**config.mk**
```make
export PLATFORM = sky130hd
export DESIGN_NAME = wave_display_ctrl
export DESIGN_NICKNAME = d
export VERILOG_FILES = /design/src/rtl/wave_display_ctrl.sv
export SDC_FILE = /design/constraint.sdc
export NUM_CORES = 1
export LEC_CHECK = 0
export CORE_MARGIN = 1
export CORE_UTILIZATION = 40
export CTS_BUF_LIST = sky130_fd_sc_hd__clkbuf_8
export CTS_CLUSTER_DIAMETER = 150
export DETAILED_ROUTE_END_ITERATION = 10
export HOLD_SLACK_MARGIN = 0.08
export PLACE_DENSITY_LB_ADDON = 0.08
export RECOVER_POWER = 50
export SYNTH_ARGS = -nofsm -noshare
export SYNTH_HDL_FRONTEND = slang
export SYNTH_SLANG_ARGS = --single-unit
export TNS_END_PERCENT = 10
```
**constraint.sdc**
```tcl
create_clock -name clk -period 3.7 [get_ports clk]
set_input_delay 0.555 -clock clk [delete_from_list [all_inputs] [get_ports clk]]
set_output_delay 0.555 -clock clk [all_outputs]
set_load 0.01 [all_outputs]
```
**src/rtl/wave_display_ctrl.sv**
```systemverilog
// ============================================================================
// Module   : wave_display_ctrl
// Brief    : Display-side sequencer for the double-buffered 512x8 sample RAM.
//            Maps VGA pixel coordinates to RAM read addresses in the locked
//            buffer half, absorbs the RAM read latency and draws connected
//            vertical segments between adjacent samples.
// Revision : 1.0 - initial release
// ============================================================================
`timescale 1ns/1ps
`default_nettype none

module wave_display_ctrl #(
    parameter logic [10:0] X_LO   = 11'd64,
    parameter logic [9:0]  Y_ROWS = 10'd512,
    parameter logic [23:0] COLOR  = 24'hFFFFFF
) (
    input  logic        clk,
    input  logic        reset,
    input  logic [10:0] x,
    input  logic [9:0]  y,
    input  logic        valid,
    input  logic        read_index,
    input  logic [7:0]  read_value,
    output logic [8:0]  read_address,
    output logic        valid_pixel,
    output logic [7:0]  r,
    output logic [7:0]  g,
    output logic [7:0]  b,
    output logic        wave_display_idle
);

    // One past the last window column, widened so the sum cannot wrap.
    localparam logic [11:0] X_HI = {1'b0, X_LO} + 12'd512;

    typedef enum logic [1:0] {
        IDLE  = 2'd0,
        DRAW  = 2'd1,
        DRAIN = 2'd2
    } state_t;

    state_t      state;
    state_t      next_state;
    logic        lock_index;
    logic        lock_next;
    logic        drain_cnt;

    logic        wave_row;
    logic        in_win;
    logic [8:0]  xr;
    logic [7:0]  sample;

    logic        s1_win;
    logic [7:0]  s1_row;
    logic        s1_first;
    logic        s1_new;

    logic [7:0]  prev_value;
    logic [7:0]  hold_p;
    logic [7:0]  cur;
    logic [7:0]  p;
    logic [7:0]  lo;
    logic [7:0]  hi;
    logic        lit;

    // Stage 0: window decode. Low 9 bits of the subtraction are exact inside the window.
    always_comb begin
        wave_row = (y < Y_ROWS);
        in_win   = valid && ({1'b0, x} >= {1'b0, X_LO}) && ({1'b0, x} < X_HI) && wave_row;
        xr       = x[8:0] - X_LO[8:0];
        sample   = xr[8:1];
    end

    // Frame sequencer: lock the buffer half at frame start, release after the pipeline drains.
    always_comb begin
        next_state = state;
        lock_next  = lock_index;
        case (state)
            IDLE: begin
                if (valid && wave_row) begin
                    next_state = DRAW;
                    lock_next  = read_index;
                end
            end
            DRAW: begin
                if (valid && !wave_row) begin
                    next_state = DRAIN;
                end
            end
            DRAIN: begin
                if (drain_cnt) begin
                    next_state = IDLE;
                end
            end
            default: begin
                next_state = IDLE;
            end
        endcase
    end

    // Sequencer state, locked half, drain timer and swap-safe flag.
    always_ff @(posedge clk) begin
        if (reset) begin
            state             <= IDLE;
            lock_index        <= 1'b0;
            drain_cnt         <= 1'b0;
            wave_display_idle <= 1'b1;
        end else begin
            state             <= next_state;
            lock_index        <= lock_next;
            drain_cnt         <= (state == DRAIN) && !drain_cnt;
            wave_display_idle <= (next_state == IDLE);
        end
    end

    // Stage 0 -> 1: issue the RAM address (bypassing a freshly latched half) and carry pixel info.
    always_ff @(posedge clk) begin
        if (reset) begin
            read_address <= 9'd0;
            s1_win       <= 1'b0;
            s1_row       <= 8'd0;
            s1_first     <= 1'b0;
            s1_new       <= 1'b0;
        end else begin
            if (in_win) begin
                read_address <= {lock_next, sample};
            end
            s1_win   <= in_win;
            s1_row   <= ~y[8:1];
            s1_first <= (xr == 9'd0);
            s1_new   <= ~xr[0];
        end
    end

    // Stage 1: pick the segment start. Both pixels of a sample share the segment chosen on the first.
    always_comb begin
        cur = read_value;
        if (s1_new) begin
            p = s1_first ? cur : prev_value;
        end else begin
            p = hold_p;
        end
        lo  = (p < cur) ? p : cur;
        hi  = (p < cur) ? cur : p;
        lit = (s1_row >= lo) && (s1_row <= hi);
    end

    // Remember the current sample and the segment start for the second pixel of this sample.
    always_ff @(posedge clk) begin
        if (reset) begin
            prev_value <= 8'd0;
            hold_p     <= 8'd0;
        end else if (s1_win && s1_new) begin
            prev_value <= cur;
            hold_p     <= p;
        end
    end

    // Stage 1 -> 2: registered pixel outputs.
    always_ff @(posedge clk) begin
        if (reset) begin
            valid_pixel <= 1'b0;
            r           <= 8'd0;
            g           <= 8'd0;
            b           <= 8'd0;
        end else begin
            valid_pixel <= s1_win;
            if (s1_win && lit) begin
                {r, g, b} <= COLOR;
            end else begin
                {r, g, b} <= 24'h000000;
            end
        end
    end

endmodule

`default_nettype wire

```
# After elaboration in Yosys (flattened, before gate mapping)
# Cells that the tools add are included.
dict set report classes {
  add_sub_neg 1
  n_lt_le_gt_ge 6
  n_eq_ne 2
  n_mux 11
  bitwise 2
  n_reduce_logical 14
}
# op n
set op_table {}
lappend op_table {{8-bit two-way mux} 5}
lappend op_table {{11-bit by 7-bit greater-or-equal comparator with 1-bit output (second input constant)} 1}
lappend op_table {{11-bit by 10-bit < comparator with 1-bit output (second input constant)} 1}
lappend op_table {{10-bit < comparator (second input constant)} 1}
lappend op_table {{1-bit logical AND} 9}
lappend op_table {{9-bit zero test} 1}
lappend op_table {{9-bit by 7-bit subtractor with 9-bit output (second input constant)} 1}
lappend op_table {{8-bit greater-or-equal comparator} 1}
lappend op_table {{8-bit less-or-equal comparator} 1}
lappend op_table {{8-bit < comparator} 1}
lappend op_table {{8-bit inverter} 1}
lappend op_table {{2-bit two-way mux} 3}
lappend op_table {{2-bit case mux with 3 select lines} 1}
lappend op_table {{2-bit zero test} 2}
lappend op_table {{2-bit by 1-bit equality test with 1-bit output (second input constant)} 1}
lappend op_table {{2-bit equality test (second input constant)} 1}
lappend op_table {{1-bit zero test} 2}
lappend op_table {{1-bit two-way mux} 2}
lappend op_table {{1-bit inverter} 1}
dict set report word_totals {
  register_bits 50
  input_bits 33
  out_inout_bits 35
  word_cells 49
}

# Longest topological paths before layout
# Gate-level depths: netlist of the first run.
dict set report depth {
  ltp_word 8
  mapped_depth 18
  mapped_depth_nobuf 14
}

# Least setup slack after synthesis of the first run
# No wires, ideal clock.
dict set report synth_path {
  kind {input to register}
  from {input read_value[6]}
  to {register b[6]}
  setup_time_ps 118
  t_arrival_ps 3148
  t_required_ps 3582
  path_slack_ps 434
  stages 16
  path_buffers 2
  path_cell_list {mux2i_1 > a21oi_1 > ha_1 > a21oi_1 > nand2_1 > a211oi_1 > o31a_1 > buf_6 > buf_8 > mux2i_1 > ha_1 > a21oi_1 > nor2b_1 > a2111oi_0 > o21ai_0 > o2111a_1}
}
dict set report synth_via {
  elab_chain_len 8
  elab_cells_between_ends 10
  classes_between {order compare: 3; mux: 5; reduce/logical: 2}
}
# element line_no
set synth_lines {}
lappend synth_lines {{from (decl)} 23} ;# input logic [7:0] read_value,
lappend synth_lines {{8-bit two-way mux (*)} 138} ;# p = s1_first ? cur : prev_value;
lappend synth_lines {{8-bit two-way mux (*)} 137} ;# if (s1_new) begin
lappend synth_lines {{net p[6]} 60} ;# logic [7:0] p;
lappend synth_lines {{8-bit < comparator} {142, 143}}
lappend synth_lines {{8-bit two-way mux (on tied branches)} {142, 143}}
lappend synth_lines {{8-bit greater-or-equal comparator or 8-bit less-or-equal comparator (tied branches)} 144} ;# lit = (s1_row >= lo) && (s1_row <= hi);
lappend synth_lines {{1-bit logical AND (*)} 144}
lappend synth_lines {{1-bit logical AND (*)} 167} ;# if (s1_win && lit) begin
lappend synth_lines {{8-bit two-way mux (*)} 167}
lappend synth_lines {{to (signal assigned)} 164} ;# b <= 8'd0;
lappend synth_lines {{to (signal assigned)} 168} ;# {r, g, b} <= COLOR;
lappend synth_lines {{to (signal assigned)} 170} ;# {r, g, b} <= 24'h000000;
lappend synth_lines {{to (decl)} 28} ;# output logic [7:0] b,
# Mark *: on every way through the listed nets, which the timed path passes. The rest lies on a longest branch.
# A chain may end at the register's enable or synchronous reset.

# Worst setup path in the final report of the first run
dict set report layout_path {
  from {input read_value[7]}
  to {register b[6]}
}
# The elaborated chain is that of the path after synthesis.

==> results of run 1 <==
[per-layer routing]
layer	wire (um)	global-route usage, %
met1	2510	21.6
met3	213	3.86
met5	0	0
met4	104	6.07
met2	2390	29.0
[stage by stage]
step	hold slack [ns]	cell area, um2	instances	utilization [%]	setup TNS (ns)
2_1_floorplan	0.393	2470	279	-	0
3_3_place_gp	0.405	3200	414	54.1	-0.233
3_5_place_dp	0.417	3200	414	54.1	-0.273
4_1_cts	0.430	3320	422	56.1	0
5_1_grt	0.452	3430	426	57.9	-0.0513
6_report	0.428	3430	426	57.9	0
[registers in the layout (all words and copies together) (netlist names), 2 cells and up]
register,flops
hold_p,8
s1_row,8
state,2
prev_value,8
read_address,9
[final cells by class]
cell class / instances / area [um2] / share of cell area (%)
multi-input cells: 190 / 1370 / 39.9
clock buffers: 6 / 82.6 / 2.41
flip-flops and latches: 43 / 861 / 25.1
clock inverters: 2 / 38.8 / 1.13
inverters: 10 / 37.5 / 1.09
well taps: 75 / 93.8 / 2.74
repair buffers: 100 / 947 / 27.6
[timing repair]
action,CTS,global route
resized for setup,0,19
endpoints found under the setup margin,0,1
buffers inserted,0,4
hold buffers,0,0
[where the power goes]
part,leakage (nW),switching [W],internal (W),total [W]
registers,0.350,0.00000895,0.000474,0.000483
logic,1.08,0.0000967,0.000125,0.000221
clock network,0.0618,0.000163,0.000222,0.000385
[kinds of logic after synthesis]
logic type | after synthesis | share of synthesized area (%)
AOI/OAI and AO/OA | 50 | 12.4
xor gates and xnor gates | 1 | 0.355
adders and majority gates | 25 | 12.7
buffers and inverters | 46 | 11.9
DFF | 43 | 34.9
muxes | 31 | 12.7
and+or+nand+nor | 83 | 15.1
[cells in the mapped netlist (all sizes together) (2+ instances only)]
| cell | count |
|---|---|
| a2111oi | 2 |
| a211oi | 10 |
| a21oi | 28 |
| buf | 31 |
| clkbuf | 5 |
| dfxtp | 43 |
| ha | 25 |
| inv | 10 |
| mux2 | 2 |
| mux2i | 29 |
| nand2 | 21 |
| nand3 | 2 |
| nand4 | 3 |
| nor2 | 43 |
| nor2b | 3 |
| nor3b | 2 |
| nor4b | 2 |
| o21ai | 3 |
[worst max path at each step]
stage                             start   end  slack [ns]  depth (start not counted)
after detailed placement  read_value[7]  b[6]       -0.27                         16
after global routing      read_value[6]  b[6]       -0.05                         17
after floorplan           read_value[6]  b[6]        0.43                         16
final                     read_value[7]  b[6]        0.20                         16
after CTS                 read_value[7]  b[6]        0.02                         16
after global placement    read_value[4]  b[6]       -0.23                         16
[layout by cell type (no fill, tap or decap), types with 3 or more instances in the layout]
master,netlist,routed
sky130_fd_sc_hd__nand4_1,3,3
sky130_fd_sc_hd__buf_4,25,29
sky130_fd_sc_hd__ha_1,25,25
sky130_fd_sc_hd__inv_1,10,10
sky130_fd_sc_hd__clkdlybuf4s50_1,0,52
sky130_fd_sc_hd__dlygate4sd3_1,0,13
sky130_fd_sc_hd__a21oi_2,0,6
sky130_fd_sc_hd__dfxtp_1,43,43
sky130_fd_sc_hd__a21oi_1,28,22
sky130_fd_sc_hd__mux2i_2,0,6
sky130_fd_sc_hd__mux2i_1,29,23
sky130_fd_sc_hd__nor2_1,43,43
sky130_fd_sc_hd__nand2_1,21,21
sky130_fd_sc_hd__a211oi_1,10,9
sky130_fd_sc_hd__nor2b_1,3,3
sky130_fd_sc_hd__clkbuf_8,0,6
[critical path, stage by stage]
cell,delay (ns)
sky130_fd_sc_hd__clkdlybuf4s50_1,0.43
sky130_fd_sc_hd__mux2i_2,0.21
sky130_fd_sc_hd__a21oi_2,0.11
sky130_fd_sc_hd__ha_1,0.34
sky130_fd_sc_hd__nand4_1,0.13
sky130_fd_sc_hd__nor2_1,0.07
sky130_fd_sc_hd__a211oi_2,0.21
sky130_fd_sc_hd__o31a_1,0.18
sky130_fd_sc_hd__buf_6,0.13
sky130_fd_sc_hd__buf_4,0.11
sky130_fd_sc_hd__mux2_2,0.32
sky130_fd_sc_hd__ha_1,0.26
sky130_fd_sc_hd__nand2b_1,0.14
sky130_fd_sc_hd__a211oi_1,0.25
sky130_fd_sc_hd__o21ai_1,0.11
sky130_fd_sc_hd__o2111a_1,0.15
==> impl_metrics.xml, run 1 <==
<?xml version="1.0" encoding="UTF-8"?>
<metrics>
  <group name="sta">
    <metric name="timing.final.crit_share" unit="%">94.7</metric>
    <metric name="finalSetupViolations" unit="">0</metric>
    <metric name="timing.final.max_slew_violations" unit="">40</metric>
    <metric name="finalHoldViolations" unit="">0</metric>
    <metric name="worst_clock_skew" unit="ns">0.00443</metric>
    <metric name="worst-slew-pin-transition" unit="ns">1.83</metric>
    <metric name="slew_headroom" unit="%">-22.1</metric>
    <metric name="final_critical_path_setup_slack" unit="ns">0.197</metric>
    <metric name="period_minus_slack" unit="ns">3.50</metric>
    <metric name="fmaxAchievable" unit="MHz">285</metric>
  </group>
  <group name="global_route">
    <metric name="wire_length_of_the_first_global_routing_pass" unit="mm">8.75</metric>
    <metric name="first_global_vias" unit="">1964</metric>
    <metric name="globalRoute.totalOverflow" unit="">0</metric>
    <metric name="grt_max_degree" unit="">40</metric>
    <metric name="antenna_found_initial" unit="">0</metric>
    <metric name="track_usage" unit="%">17.3</metric>
  </group>
  <group name="worst_setup_path">
    <metric name="worst-setup-path-type" unit="">input port to register</metric>
    <metric name="r2r_cells" unit="">15</metric>
    <metric name="worstSetupStartpointType" unit="">input port</metric>
    <metric name="cp.arrival" unit="ns">3.69</metric>
    <metric name="critical_path.endpoint_type" unit="">register</metric>
    <metric name="required" unit="ns">3.89</metric>
    <metric name="timing.rr.end" unit="">b[6]</metric>
    <metric name="rr_startpoint" unit="">s1_new</metric>
    <metric name="critPathMaxFanout" unit="">5</metric>
    <metric name="reg2reg_setup_slack" unit="ns">0.32</metric>
  </group>
  <group name="synthesis">
    <metric name="synth.yosys.seq_area_share" unit="%">34.9</metric>
    <metric name="synth_area" unit="um2">2470</metric>
    <metric name="mappedNetlistNets" unit="">337</metric>
    <metric name="synth_top_cell_by_area" unit="">sky130_fd_sc_hd__dfxtp_1</metric>
    <metric name="ys.warnings.count" unit="">0</metric>
    <metric name="synthesis.area_per_instance" unit="um2">8.84</metric>
    <metric name="synth.ff_latch_count" unit="">43</metric>
    <metric name="count_of_flip_flops_with_a_built_in_enable_after_synthesis" unit="">0</metric>
    <metric name="async_reset_ff_share" unit="%">0</metric>
    <metric name="synth_cell_type_count" unit="">37</metric>
    <metric name="synth_top_flop_cell" unit="">sky130_fd_sc_hd__dfxtp_1</metric>
    <metric name="number_of_instances_in_the_synthesized_netlist" unit="">279</metric>
    <metric name="ys_top_cells_by_area" unit="">sky130_fd_sc_hd__dfxtp_1, sky130_fd_sc_hd__ha_1, sky130_fd_sc_hd__mux2i_1</metric>
    <metric name="synthDominantCellAreaShare" unit="%">34.9</metric>
  </group>
  <group name="clocking">
    <metric name="cts.htree.levels" unit="">2</metric>
    <metric name="insertion_delay" unit="ns">0.29</metric>
    <metric name="clock_sinks" unit="">43</metric>
    <metric name="buffers_from_clock_root_to_sink_at_most" unit="">2</metric>
    <metric name="clock_tree.root_cell" unit="">sky130_fd_sc_hd__clkbuf_8</metric>
    <metric name="worst_setup_hold_path_clk_slew" unit="ns">0.08</metric>
    <metric name="numCtsBuffers" unit="">5</metric>
    <metric name="cts_tree" unit="">yes</metric>
  </group>
  <group name="floorplan">
    <metric name="die_width" unit="um">80.5</metric>
    <metric name="boundaryPins" unit="">68</metric>
    <metric name="dieHeight" unit="um">80.5</metric>
    <metric name="fp.dieArea" unit="um2">6480</metric>
    <metric name="num_rows" unit="">28</metric>
    <metric name="fp.coreArea" unit="um2">5920</metric>
    <metric name="start_util" unit="%">41.7</metric>
  </group>
  <group name="pwr">
    <metric name="leakage" unit="nW">1.49</metric>
    <metric name="peakVddDrop" unit="mV">0.249</metric>
    <metric name="powerDensity" unit="nW/um2">318</metric>
    <metric name="finalPower" unit="W">0.00109</metric>
  </group>
  <group name="placement">
    <metric name="globalplace.congestion" unit="">0.817</metric>
    <metric name="io_buffer_count" unit="">66</metric>
    <metric name="hpwlAfterDp" unit="mm">3.80</metric>
    <metric name="place_worst_setup_slack" unit="ns">-0.273</metric>
  </group>
  <group name="cells_and_area">
    <metric name="num_antenna_cells" unit="">0</metric>
    <metric name="fillers" unit="">547</metric>
    <metric name="area_growth" unit="%">39.1</metric>
    <metric name="finish.net_count" unit="">408</metric>
    <metric name="proportion_of_layout_cells_with_a_drive_suffix_above_1" unit="%">16.8</metric>
  </group>
  <group name="hold_path">
    <metric name="timing.hold.worst_endpoint" unit="">drain_cnt</metric>
    <metric name="worst_hold_path_type" unit="">register to register</metric>
    <metric name="hold_path_depth" unit="">1</metric>
    <metric name="holdCritStartpoint" unit="">drain_cnt</metric>
  </group>
  <group name="drt">
    <metric name="drt_iter0_markers" unit="">57</metric>
    <metric name="post-route-drc-count" unit="">0</metric>
    <metric name="vias_per_cell" unit="">4.89</metric>
    <metric name="wl_per_cell" unit="um">12.2</metric>
    <metric name="dr_total_vias" unit="">2082</metric>
    <metric name="totalWireLength" unit="mm">5.22</metric>
    <metric name="route.antenna.remaining_nets" unit="">0</metric>
    <metric name="first_pass_iters" unit="">4</metric>
  </group>
  <group name="outcome">
    <metric name="status" unit="">complete, but fails checks</metric>
    <metric name="violations" unit="">max-capacitance violations, max-slew violations</metric>
  </group>
  <group name="run">
    <metric name="maxCapViolations" unit="">1</metric>
  </group>
</metrics>
No activity file was read; power rests on OpenSTA's default activity.
==> run 2: changes to the inputs <==
Settings changed: ABC_AREA from default to 0, CORE_MARGIN 1 to 10.
==> impl_metrics.xml, run 2 (synthesis results as in run 1) <==
<?xml version="1.0" encoding="UTF-8"?>
<metrics>
  <group name="placement">
    <metric name="globalplace.congestion" unit="">0.806</metric>
    <metric name="place_worst_setup_slack" unit="ns">-0.283</metric>
    <metric name="io_buffer_count" unit="">66</metric>
    <metric name="hpwlAfterDp" unit="mm">4.44</metric>
  </group>
  <group name="outcome">
    <metric name="status" unit="">complete, but fails checks</metric>
    <metric name="violations" unit="">max-capacitance violations, max-slew violations</metric>
  </group>
  <group name="clocking">
    <metric name="numCtsBuffers" unit="">5</metric>
    <metric name="clock_tree.root_cell" unit="">sky130_fd_sc_hd__clkbuf_8</metric>
    <metric name="cts.htree.levels" unit="">2</metric>
    <metric name="cts_tree" unit="">yes</metric>
    <metric name="insertion_delay" unit="ns">0.29</metric>
    <metric name="cts_hold_repair.buffers" unit="">0</metric>
    <metric name="worst_setup_hold_path_clk_slew" unit="ns">0.08</metric>
    <metric name="clock_sinks" unit="">43</metric>
    <metric name="buffers_from_clock_root_to_sink_at_most" unit="">2</metric>
  </group>
  <group name="sta">
    <metric name="finalHoldViolations" unit="">0</metric>
    <metric name="slew_headroom" unit="%">-18.1</metric>
    <metric name="finalSetupViolations" unit="">0</metric>
    <metric name="final_critical_path_setup_slack" unit="ns">0.187</metric>
    <metric name="fmaxAchievable" unit="MHz">285</metric>
    <metric name="timing.final.max_slew_violations" unit="">41</metric>
    <metric name="worst_clock_skew" unit="ns">0.00432</metric>
    <metric name="timing.final.crit_share" unit="%">94.9</metric>
    <metric name="worst-slew-pin-transition" unit="ns">1.77</metric>
    <metric name="period_minus_slack" unit="ns">3.51</metric>
  </group>
  <group name="hold_path">
    <metric name="worst_hold_path_type" unit="">register to register</metric>
    <metric name="holdCritStartpoint" unit="">drain_cnt</metric>
    <metric name="hold_path_depth" unit="">1</metric>
    <metric name="timing.hold.worst_endpoint" unit="">drain_cnt</metric>
  </group>
  <group name="worst_setup_path">
    <metric name="reg2reg_setup_slack" unit="ns">0.36</metric>
    <metric name="worstPathCellList" unit="">clkdlybuf4s50_1 &gt; mux2i_1 &gt; a21oi_2 &gt; ha_1 &gt; nand4_1 &gt; nor2_1 &gt; a211oi_2 &gt; o31a_1 &gt; buf_12 &gt; buf_4 &gt; mux2i_1 &gt; ha_1 &gt; nor2b_1 &gt; o211ai_1 &gt; a21oi_1 &gt; o22ai_1 &gt; o2111a_1</metric>
    <metric name="required" unit="ns">3.94</metric>
    <metric name="critPathMaxFanout" unit="">8</metric>
    <metric name="max_stage_delay" unit="ns">0.45</metric>
    <metric name="timing.rr.end" unit="">b[6]</metric>
    <metric name="worstSetupStartpointType" unit="">input port</metric>
    <metric name="cp_slowest_cell" unit="">sky130_fd_sc_hd__clkdlybuf4s50_1</metric>
    <metric name="rr_startpoint" unit="">s1_first</metric>
    <metric name="worst-setup-path-type" unit="">input port to register</metric>
    <metric name="r2r_cells" unit="">17</metric>
    <metric name="critical_path.endpoint_type" unit="">register</metric>
    <metric name="cp.arrival" unit="ns">3.75</metric>
  </group>
  <group name="drt">
    <metric name="drt_iter0_markers" unit="">81</metric>
    <metric name="vias_per_cell" unit="">4.82</metric>
    <metric name="route.antenna.remaining_nets" unit="">0</metric>
    <metric name="post-route-drc-count" unit="">0</metric>
    <metric name="dr_total_vias" unit="">2037</metric>
    <metric name="first_pass_iters" unit="">4</metric>
    <metric name="wl_per_cell" unit="um">13.6</metric>
    <metric name="totalWireLength" unit="mm">5.75</metric>
  </group>
  <group name="global_route">
    <metric name="wire_length_of_the_first_global_routing_pass" unit="mm">9.49</metric>
    <metric name="track_usage" unit="%">11.6</metric>
    <metric name="global_route_layer_with_the_greatest_usage" unit="">met2</metric>
    <metric name="first_global_vias" unit="">2095</metric>
    <metric name="globalRouteMet2Util" unit="%">19.5</metric>
    <metric name="grt_util_met3" unit="%">4.89</metric>
    <metric name="grt_met1_use" unit="%">12.9</metric>
    <metric name="antenna_found_initial" unit="">0</metric>
    <metric name="globalRoute.totalOverflow" unit="">0</metric>
    <metric name="grt_max_degree" unit="">41</metric>
  </group>
  <group name="run">
    <metric name="maxCapViolations" unit="">1</metric>
  </group>
  <group name="pwr">
    <metric name="switching_share" unit="%">26.7</metric>
    <metric name="peakVddDrop" unit="mV">0.198</metric>
    <metric name="powerDensity" unit="nW/um2">295</metric>
    <metric name="cell_internal_pwr" unit="W">0.000725</metric>
    <metric name="pwr-share-seq" unit="%">48.9</metric>
    <metric name="p_clk_share" unit="%">29.3</metric>
    <metric name="p_comb_share" unit="%">21.8</metric>
    <metric name="net-switching-power" unit="W">0.000265</metric>
    <metric name="leakage" unit="nW">1.44</metric>
    <metric name="finalPower" unit="W">0.000990</metric>
  </group>
  <group name="cells_and_area">
    <metric name="area_growth" unit="%">36.0</metric>
    <metric name="number_of_flip_flops_in_the_largest_register" unit="">9</metric>
    <metric name="num_antenna_cells" unit="">0</metric>
    <metric name="largest_register" unit="">read_address</metric>
    <metric name="final_common_cell" unit="">sky130_fd_sc_hd__clkdlybuf4s50_1</metric>
    <metric name="fillers" unit="">580</metric>
    <metric name="mostFrequentLayoutCells" unit="">sky130_fd_sc_hd__clkdlybuf4s50_1, sky130_fd_sc_hd__nor2_1, sky130_fd_sc_hd__dfxtp_1</metric>
    <metric name="multiInputGateArea" unit="um2">1360</metric>
    <metric name="finish.utilization" unit="%">56.3</metric>
    <metric name="finish.net_count" unit="">405</metric>
    <metric name="sequential_cell_area" unit="um2">861</metric>
    <metric name="proportion_of_layout_cells_with_a_drive_suffix_above_1" unit="%">15.2</metric>
  </group>
  <group name="floorplan">
    <metric name="fp.coreArea" unit="um2">5960</metric>
    <metric name="start_util" unit="%">41.4</metric>
    <metric name="fp.dieArea" unit="um2">9710</metric>
    <metric name="dieHeight" unit="um">98.5</metric>
    <metric name="num_rows" unit="">28</metric>
    <metric name="die_width" unit="um">98.5</metric>
    <metric name="boundaryPins" unit="">68</metric>
  </group>
</metrics>
[run 2: changes by cell type in the layout (fill, tap and decap cells not counted)]
cell / delta
sky130_fd_sc_hd__bufinv_16: -1
sky130_fd_sc_hd__inv_6: -1
sky130_fd_sc_hd__buf_4: -1
sky130_fd_sc_hd__mux2i_2: -2
sky130_fd_sc_hd__dlygate4sd3_1: -1
sky130_fd_sc_hd__clkinvlp_4: +1
sky130_fd_sc_hd__mux2i_1: +2
sky130_fd_sc_hd__inv_1: +1
sky130_fd_sc_hd__dlymetal6s2s_1: -1
sky130_fd_sc_hd__buf_6: -2
sky130_fd_sc_hd__clkdlybuf4s50_1: +2
sky130_fd_sc_hd__clkbuf_8: -1
sky130_fd_sc_hd__clkinv_2: +1
[run 2: worst max-delay path by stage]
stage | from | to | slack [ns] | depth (start not counted)
after floorplan | read_value[6] | b[6] | 0.43 | 16
final | read_value[5] | b[6] | 0.19 | 17
after global routing | read_value[5] | b[6] | -0.02 | 17
after CTS | read_value[5] | b[6] | 0.02 | 15
after global placement | read_value[7] | b[6] | -0.26 | 16
after detailed placement | read_value[5] | b[6] | -0.28 | 15
[run 2: cell type report]
cell class	instances	area share, %
multi-input combinational	190	40.6
timing repair buffer	97	27.3
sequential	43	25.7
tap	75	2.80
clock buffer	5	2.05
inverter	10	1.12
clock inverter	3	0.485
[run 2: critical path: cells and delay by family]
family | cells | cell delay (ns)
AND/OR/NAND/NOR | 3 | 0.31
AO/OA/AOI/OAI | 7 | 1.11
adder cells (fa/ha/maj) | 2 | 0.59
buffers and inverters | 3 | 0.72
multiplexers | 2 | 0.45
[run 2: layer usage]
metal / vias up / wire, um
met5: - / 0
li1: 1083 / -
met2: 36 / 2820
met3: 8 / 386
met1: 910 / 2470
met4: 0 / 66
[run 2: repair_timing]
| item | 4_1_cts | 5_1_grt |
|---|---|---|
| endpoints found under the setup margin | 0 | 1 |
| resized for setup | 0 | 14 |
| setup buffers | 0 | 1 |
[run 2: power groups by stage]
stage,Combinational [W],Clock [W],Sequential (W)
after floorplan,0.000117,0,0.000493
after global placement,0.000207,0,0.000494
after detailed placement,0.000210,0,0.000494
after CTS,0.000212,0.000303,0.000483
after global routing,0.000243,0.000322,0.000486
final,0.000216,0.000290,0.000484
[run 2: through the flow]
stage          TNS (ns)  std cells  hold WS (ns)  instance area (um2)
2_1_floorplan         0        279         0.393                 2470
3_3_place_gp     -0.257        414         0.407                 3220
3_5_place_dp     -0.283        414         0.408                 3220
4_1_cts               0        422         0.429                 3300
5_1_grt         -0.0235        423         0.464                 3350
6_report              0        423         0.429                 3350
==> run 3: changes to the inputs <==
Settings changed: ABC_AREA 0 to 1, CORE_UTILIZATION 40 to 50, SKIP_CTS_REPAIR_TIMING from default to 1.
==> impl_metrics.xml, run 3 <==
<?xml version="1.0" encoding="UTF-8"?>
<metrics>
  <group name="outcome">
    <metric name="status" unit="">completed</metric>
  </group>
  <group name="worst_setup_path">
    <metric name="crit_buf_inv" unit="">3</metric>
    <metric name="critPathMaxFanout" unit="">16</metric>
    <metric name="required" unit="ns">3.93</metric>
    <metric name="worstPathCellList" unit="">clkdlybuf4s50_1 &gt; inv_1 &gt; a21oi_1 &gt; a21oi_1 &gt; inv_1 &gt; ha_1 &gt; a21oi_1 &gt; nor2_1 &gt; a211oi_4 &gt; nand2_4 &gt; nand2_1 &gt; nand2_1 &gt; ha_1 &gt; a21oi_1 &gt; nor2_1 &gt; a211oi_1 &gt; a21oi_1 &gt; nor2_1</metric>
    <metric name="timing.rr.end" unit="">b[6]</metric>
    <metric name="cp_slowest_cell" unit="">sky130_fd_sc_hd__clkdlybuf4s50_1</metric>
    <metric name="critical_path.endpoint_type" unit="">register</metric>
    <metric name="timing.critical_path.max_delay_family" unit="">compound AO/OA/AOI/OAI gates</metric>
    <metric name="reg2reg_setup_slack" unit="ns">0.50</metric>
    <metric name="rr_startpoint" unit="">s1_first</metric>
    <metric name="r2r_cells" unit="">16</metric>
    <metric name="max_stage_delay" unit="ns">0.39</metric>
    <metric name="worstSetupStartpointType" unit="">input port</metric>
    <metric name="cp.arrival" unit="ns">3.43</metric>
    <metric name="worst-setup-path-type" unit="">input port to register</metric>
    <metric name="critical_path_depth" unit="">18</metric>
    <metric name="path_common_cell" unit="">sky130_fd_sc_hd__a21oi_1</metric>
  </group>
  <group name="synthesis">
    <metric name="async_reset_ff_share" unit="%">0</metric>
    <metric name="mappedNetlistNets" unit="">412</metric>
    <metric name="synth_top_cell_by_area" unit="">sky130_fd_sc_hd__dfxtp_1</metric>
    <metric name="synthMostInstantiatedCell" unit="">sky130_fd_sc_hd__nand2_1</metric>
    <metric name="synth_top_flop_cell" unit="">sky130_fd_sc_hd__dfxtp_1</metric>
    <metric name="synth_cell_type_count" unit="">26</metric>
    <metric name="synth.cells.most_frequent" unit="">sky130_fd_sc_hd__nand2_1, sky130_fd_sc_hd__dfxtp_1, sky130_fd_sc_hd__a21oi_1, sky130_fd_sc_hd__inv_1, sky130_fd_sc_hd__nor2_1</metric>
    <metric name="number_of_instances_in_the_synthesized_netlist" unit="">354</metric>
    <metric name="ys.warnings.count" unit="">0</metric>
    <metric name="synthesis.area_per_instance" unit="um2">7.20</metric>
    <metric name="synthDominantCellAreaShare" unit="%">33.8</metric>
    <metric name="count_of_flip_flops_with_a_built_in_enable_after_synthesis" unit="">0</metric>
    <metric name="synth.ff_latch_count" unit="">43</metric>
    <metric name="synth_area" unit="um2">2550</metric>
    <metric name="synth.yosys.seq_area_share" unit="%">33.8</metric>
    <metric name="ys_top_cells_by_area" unit="">sky130_fd_sc_hd__dfxtp_1, sky130_fd_sc_hd__ha_1, sky130_fd_sc_hd__nand2_1</metric>
  </group>
  <group name="clocking">
    <metric name="insertion_delay" unit="ns">0.30</metric>
    <metric name="cts.htree.levels" unit="">2</metric>
    <metric name="worst_setup_hold_path_clk_slew" unit="ns">0.08</metric>
    <metric name="clock_tree.root_cell" unit="">sky130_fd_sc_hd__clkbuf_8</metric>
    <metric name="cts_tree" unit="">yes</metric>
    <metric name="buffers_from_clock_root_to_sink_at_most" unit="">2</metric>
    <metric name="numCtsBuffers" unit="">5</metric>
    <metric name="clock_sinks" unit="">43</metric>
  </group>
  <group name="cells_and_area">
    <metric name="mostFrequentLayoutCells" unit="">sky130_fd_sc_hd__nand2_1, sky130_fd_sc_hd__clkdlybuf4s50_1, sky130_fd_sc_hd__dfxtp_1</metric>
    <metric name="finalInstanceArea" unit="um2">3200</metric>
    <metric name="largest_register" unit="">read_address</metric>
    <metric name="proportion_of_layout_cells_with_a_drive_suffix_above_1" unit="%">5.49</metric>
    <metric name="num_antenna_cells" unit="">0</metric>
    <metric name="area_growth" unit="%">25.5</metric>
    <metric name="number_of_flip_flops_in_the_largest_register" unit="">9</metric>
    <metric name="final_common_cell" unit="">sky130_fd_sc_hd__nand2_1</metric>
    <metric name="finish.net_count" unit="">458</metric>
  </group>
  <group name="drt">
    <metric name="first_pass_iters" unit="">5</metric>
    <metric name="vias_per_cell" unit="">4.85</metric>
    <metric name="dr_total_vias" unit="">2271</metric>
    <metric name="wl_per_cell" unit="um">12.3</metric>
    <metric name="drt_iter0_markers" unit="">83</metric>
    <metric name="totalWireLength" unit="mm">5.77</metric>
    <metric name="route.antenna.remaining_nets" unit="">0</metric>
    <metric name="post-route-drc-count" unit="">0</metric>
  </group>
  <group name="sta">
    <metric name="finalHoldViolations" unit="">0</metric>
    <metric name="slew_headroom" unit="%">37.9</metric>
    <metric name="worst_clock_skew" unit="ns">0.00865</metric>
    <metric name="rsz0062_at_grt" unit="">false</metric>
    <metric name="timing.final.max_slew_violations" unit="">0</metric>
    <metric name="worst-slew-pin-transition" unit="ns">0.932</metric>
    <metric name="finalSetupViolations" unit="">0</metric>
    <metric name="final.setup.tns" unit="ns">0</metric>
    <metric name="final_critical_path_setup_slack" unit="ns">0.497</metric>
    <metric name="period_minus_slack" unit="ns">3.20</metric>
    <metric name="fmaxAchievable" unit="MHz">312</metric>
    <metric name="timing.final.crit_share" unit="%">86.6</metric>
    <metric name="final.hold.worst_slack" unit="ns">0.457</metric>
  </group>
  <group name="floorplan">
    <metric name="dieHeight" unit="um">91.4</metric>
    <metric name="boundaryPins" unit="">68</metric>
    <metric name="fp.dieArea" unit="um2">8350</metric>
    <metric name="die_width" unit="um">91.4</metric>
    <metric name="num_rows" unit="">25</metric>
    <metric name="start_util" unit="%">52.9</metric>
    <metric name="fp.coreArea" unit="um2">4820</metric>
  </group>
  <group name="hold_path">
    <metric name="worst_hold_path_type" unit="">register to register</metric>
    <metric name="holdCritStartpoint" unit="">prev_value[0]</metric>
    <metric name="hold_path_depth" unit="">2</metric>
    <metric name="timing.hold.worst_endpoint" unit="">prev_value[0]</metric>
  </group>
  <group name="global_route">
    <metric name="globalRoute.totalOverflow" unit="">0</metric>
    <metric name="first_global_vias" unit="">2316</metric>
    <metric name="grt_max_degree" unit="">25</metric>
    <metric name="wire_length_of_the_first_global_routing_pass" unit="mm">9.89</metric>
    <metric name="antenna_found_initial" unit="">0</metric>
    <metric name="track_usage" unit="%">13.8</metric>
  </group>
  <group name="pwr">
    <metric name="powerDensity" unit="nW/um2">287</metric>
    <metric name="finalPower" unit="W">0.000918</metric>
    <metric name="peakVddDrop" unit="mV">0.184</metric>
    <metric name="leakage" unit="nW">1.57</metric>
  </group>
  <group name="placement">
    <metric name="place_worst_setup_slack" unit="ns">0.202</metric>
    <metric name="post_placement_cell_area" unit="um2">3120</metric>
    <metric name="hpwlAfterDp" unit="mm">4.62</metric>
    <metric name="io_buffer_count" unit="">66</metric>
    <metric name="globalplace.congestion" unit="">0.775</metric>
  </group>
  <group name="run">
    <metric name="maxCapViolations" unit="">0</metric>
  </group>
</metrics>
-- run 3: changes by cell type in the layout (fill, tap and decap cells not counted), sizes merged, moves of 3 or more --
cell,before,now
nand2,21,68
inv,11,39
mux2i,29,1
o21ai,3,31
buf,30,7
nand3,2,24
a21oi,28,37
a211oi,10,2
nor2,43,37
nor3,1,5
nor2b,3,0
-- run 3: layout make-up --
class,count,area [um2]
Timing Repair Buffer,74,717
Clock inverter,3,16.3
Multi-Input combinational cell,238,1310
Inverter,38,143
Tap cell,67,83.8
Fill cell,455,1620
Clock buffer,5,68.8
Sequential cell,43,861
-- run 3: how the worst max path moves through the flow --
stage	from	endpoint	slack [ns]
global placement	read_value[7]	b[6]	0.25
finish	read_value[5]	b[6]	0.50
detailed placement	read_value[5]	b[6]	0.20
global route	read_value[7]	b[6]	0.17
CTS	read_value[5]	b[6]	0.50
floorplan	s1_first	b[6]	0.76
-- run 3: cells by family after synthesis --
family / share of synthesized area, %
simple gates: 23.6
buf+inv: 14.8
compound gates: 14.8
flops: 33.8
fa+ha+maj: 12.3
xor+xnor: 0.344
mux: 0.393
-- run 3: per-stage QoR --
stage	cells	util, %
2_1_floorplan	354	-
3_3_place_gp	460	64.7
3_5_place_dp	460	64.7
4_1_cts	468	66.5
5_1_grt	468	66.4
6_report	468	66.4
-- run 3: tightest hold or removal path, cell delays in order, from the launching register on --
cell and delay (ns):
sky130_fd_sc_hd__dfxtp_1 0.30, sky130_fd_sc_hd__inv_1 0.06, sky130_fd_sc_hd__a21oi_1 0.05
-- run 3: per-layer routing --
layer	wire, um	GRT usage (%)
met1	2600	14.6
met2	2730	24.5
met3	376	5.35
met4	63	4.18
met5	0	0
-- run 3: report_power, final --
part	internal (W)	total, W	switching (W)
clock network	0.000129	0.000292	0.000162
logic	0.0000738	0.000142	0.0000679
registers	0.000476	0.000484	0.00000846
total	0.000679	0.000918	0.000239
==> RTL change (settings of run 1) <==
Re-encode `state_t` (3 states) as one-hot, 3 bits wide.
--- a/src/rtl/wave_display_ctrl.sv
+++ b/src/rtl/wave_display_ctrl.sv
@@ -32,10 +32,10 @@
     // One past the last window column, widened so the sum cannot wrap.
     localparam logic [11:0] X_HI = {1'b0, X_LO} + 12'd512;
 
-    typedef enum logic [1:0] {
-        IDLE  = 2'd0,
-        DRAW  = 2'd1,
-        DRAIN = 2'd2
+    typedef enum logic [2:0] {
+        IDLE  = 3'b001,
+        DRAW  = 3'b010,
+        DRAIN = 3'b100
     } state_t;
 
     state_t      state;
Check against the original RTL: no difference found for any inputs over 10 cycles, from zero or initial values and one cycle with reset high; not proved beyond that.
==> RTL change against run 1 <==
  * Synthesized cell count is 1.8% higher
  * Wire length increased by 2.5%
  * Non-clock buffer count increased by 3
  * Power decreased by 7.6%
  * Worst setup slack got worse by 0.027 ns
  * Die area grew 2.0%
  * Sequential cell count is 1 higher
  * First-iteration DRC count shrank 18%
  * Sequential share of layout area grew 0.57 points
  * Cell area increased by 0.18%
  * Synthesized area is 2.0% higher
  * Highest routed layer unchanged
==> RTL change: results (changes against run 1) <==
| Metric | Value |
|---|---|
| Outcome | finished, final reports clean |
| WP data arrival | 3.77 ns (+0.08 ns) |
| Hold path start | prev_value[1] |
| Peak supply drop | 0.210 mV (-16%) |
| Post-Route WL | 5.35 mm (+2.5%) |
| Critical path's largest stage delay | 0.50 ns (+0.07 ns) |
| Yosys cell types | 36 (-2.7%) |
| List of most frequent post-synthesis cells | dfxtp_1, nor2_1, mux2i_1, a21oi_1, ha_1 |
| Post-route clock skew | 0.00240 ns (-0.00203 ns) |
| Cell area after placement | 3240 µm² (+1.3%) |
| Met3 WL | 284 µm (+33%) |
| Proportion of layout cells with a drive suffix above 1 | 0.168 (-0.000493) |
| Synth Instances | 284 (+1.8%) |
| Pin count of the biggest net entering global routing | 25 (-38%) |
| Syn nets | 342 (+1.5%) |
| GR Util All Layers | 0.167 (-0.00597) |
| Net Switching | 0.270 mW (+0.36%) |
| M2 GR Usage | 0.298 (+0.00850) |
| Slew @ Worst Pin | 1.05 ns (-0.779 ns) |
| Placer congestion estimate | 0.789 (-3.5%) |
| Global-route wire length before repair | 8.38 mm (-4.2%) |
| Compound-Gate Fraction of Synth Area | 0.127 (+0.00301) |
| Met2 routed WL | 2.63 mm (+10%) |
| Met3 Track Usage GR | 0.0528 (+0.0142) |
| Synth Area in Adders | 0.124 (-0.00252) |
| Detailed Place HPWL | 3.98 mm (+4.8%) |
| Met1 wire length | 2.36 mm (-6.0%) |
| Mux contribution to synthesized area | 0.124 (-0.00252) |
| R2R cell count | 16 (+1) |
| RR Startpoint | s1_first |
| Non-filler instance count after layout | 433 (+1.6%) |
| Top cells by area, synth | dfxtp_1, ha_1, mux2i_1 |
| Avg Cell Area, Syn | 8.86 µm² (+0.23%) |
RTL change: cell count changes in the layout (fill, tap and decap cells not counted), sizes merged, moves of 2 or more:
cell / delta
nor3: +4
a211oi: +3
a21oi: -3
nand2b: +3
nor2: -3
buf: +2
nor2b: +2
RTL change: what timing repair did:
action / CTS / global route
resized for setup: 0 / 16
buffers inserted: 0 / 7
endpoints found under the setup margin: 0 / 1
RTL change: per-stage QoR:
| step | TNS (ns) | worst slack [ns] |
|---|---|---|
| after floorplan | 0 | 0.400 |
| after global placement | -0.277 | -0.277 |
| after detailed placement | -0.267 | -0.267 |
| after CTS | 0 | 0.0189 |
| after global routing | -0.0173 | -0.0173 |
| final | 0 | 0.169 |
RTL change: cell type report:
type | count | area [µm²]
clock inverter | 2 | 12.5
timing repair buffer | 103 | 933
tap | 75 | 93.8
sequential | 44 | 882
multi-input combinational | 194 | 1410
clock buffer | 5 | 68.8
inverter | 10 | 37.5
fill | 564 | 2550
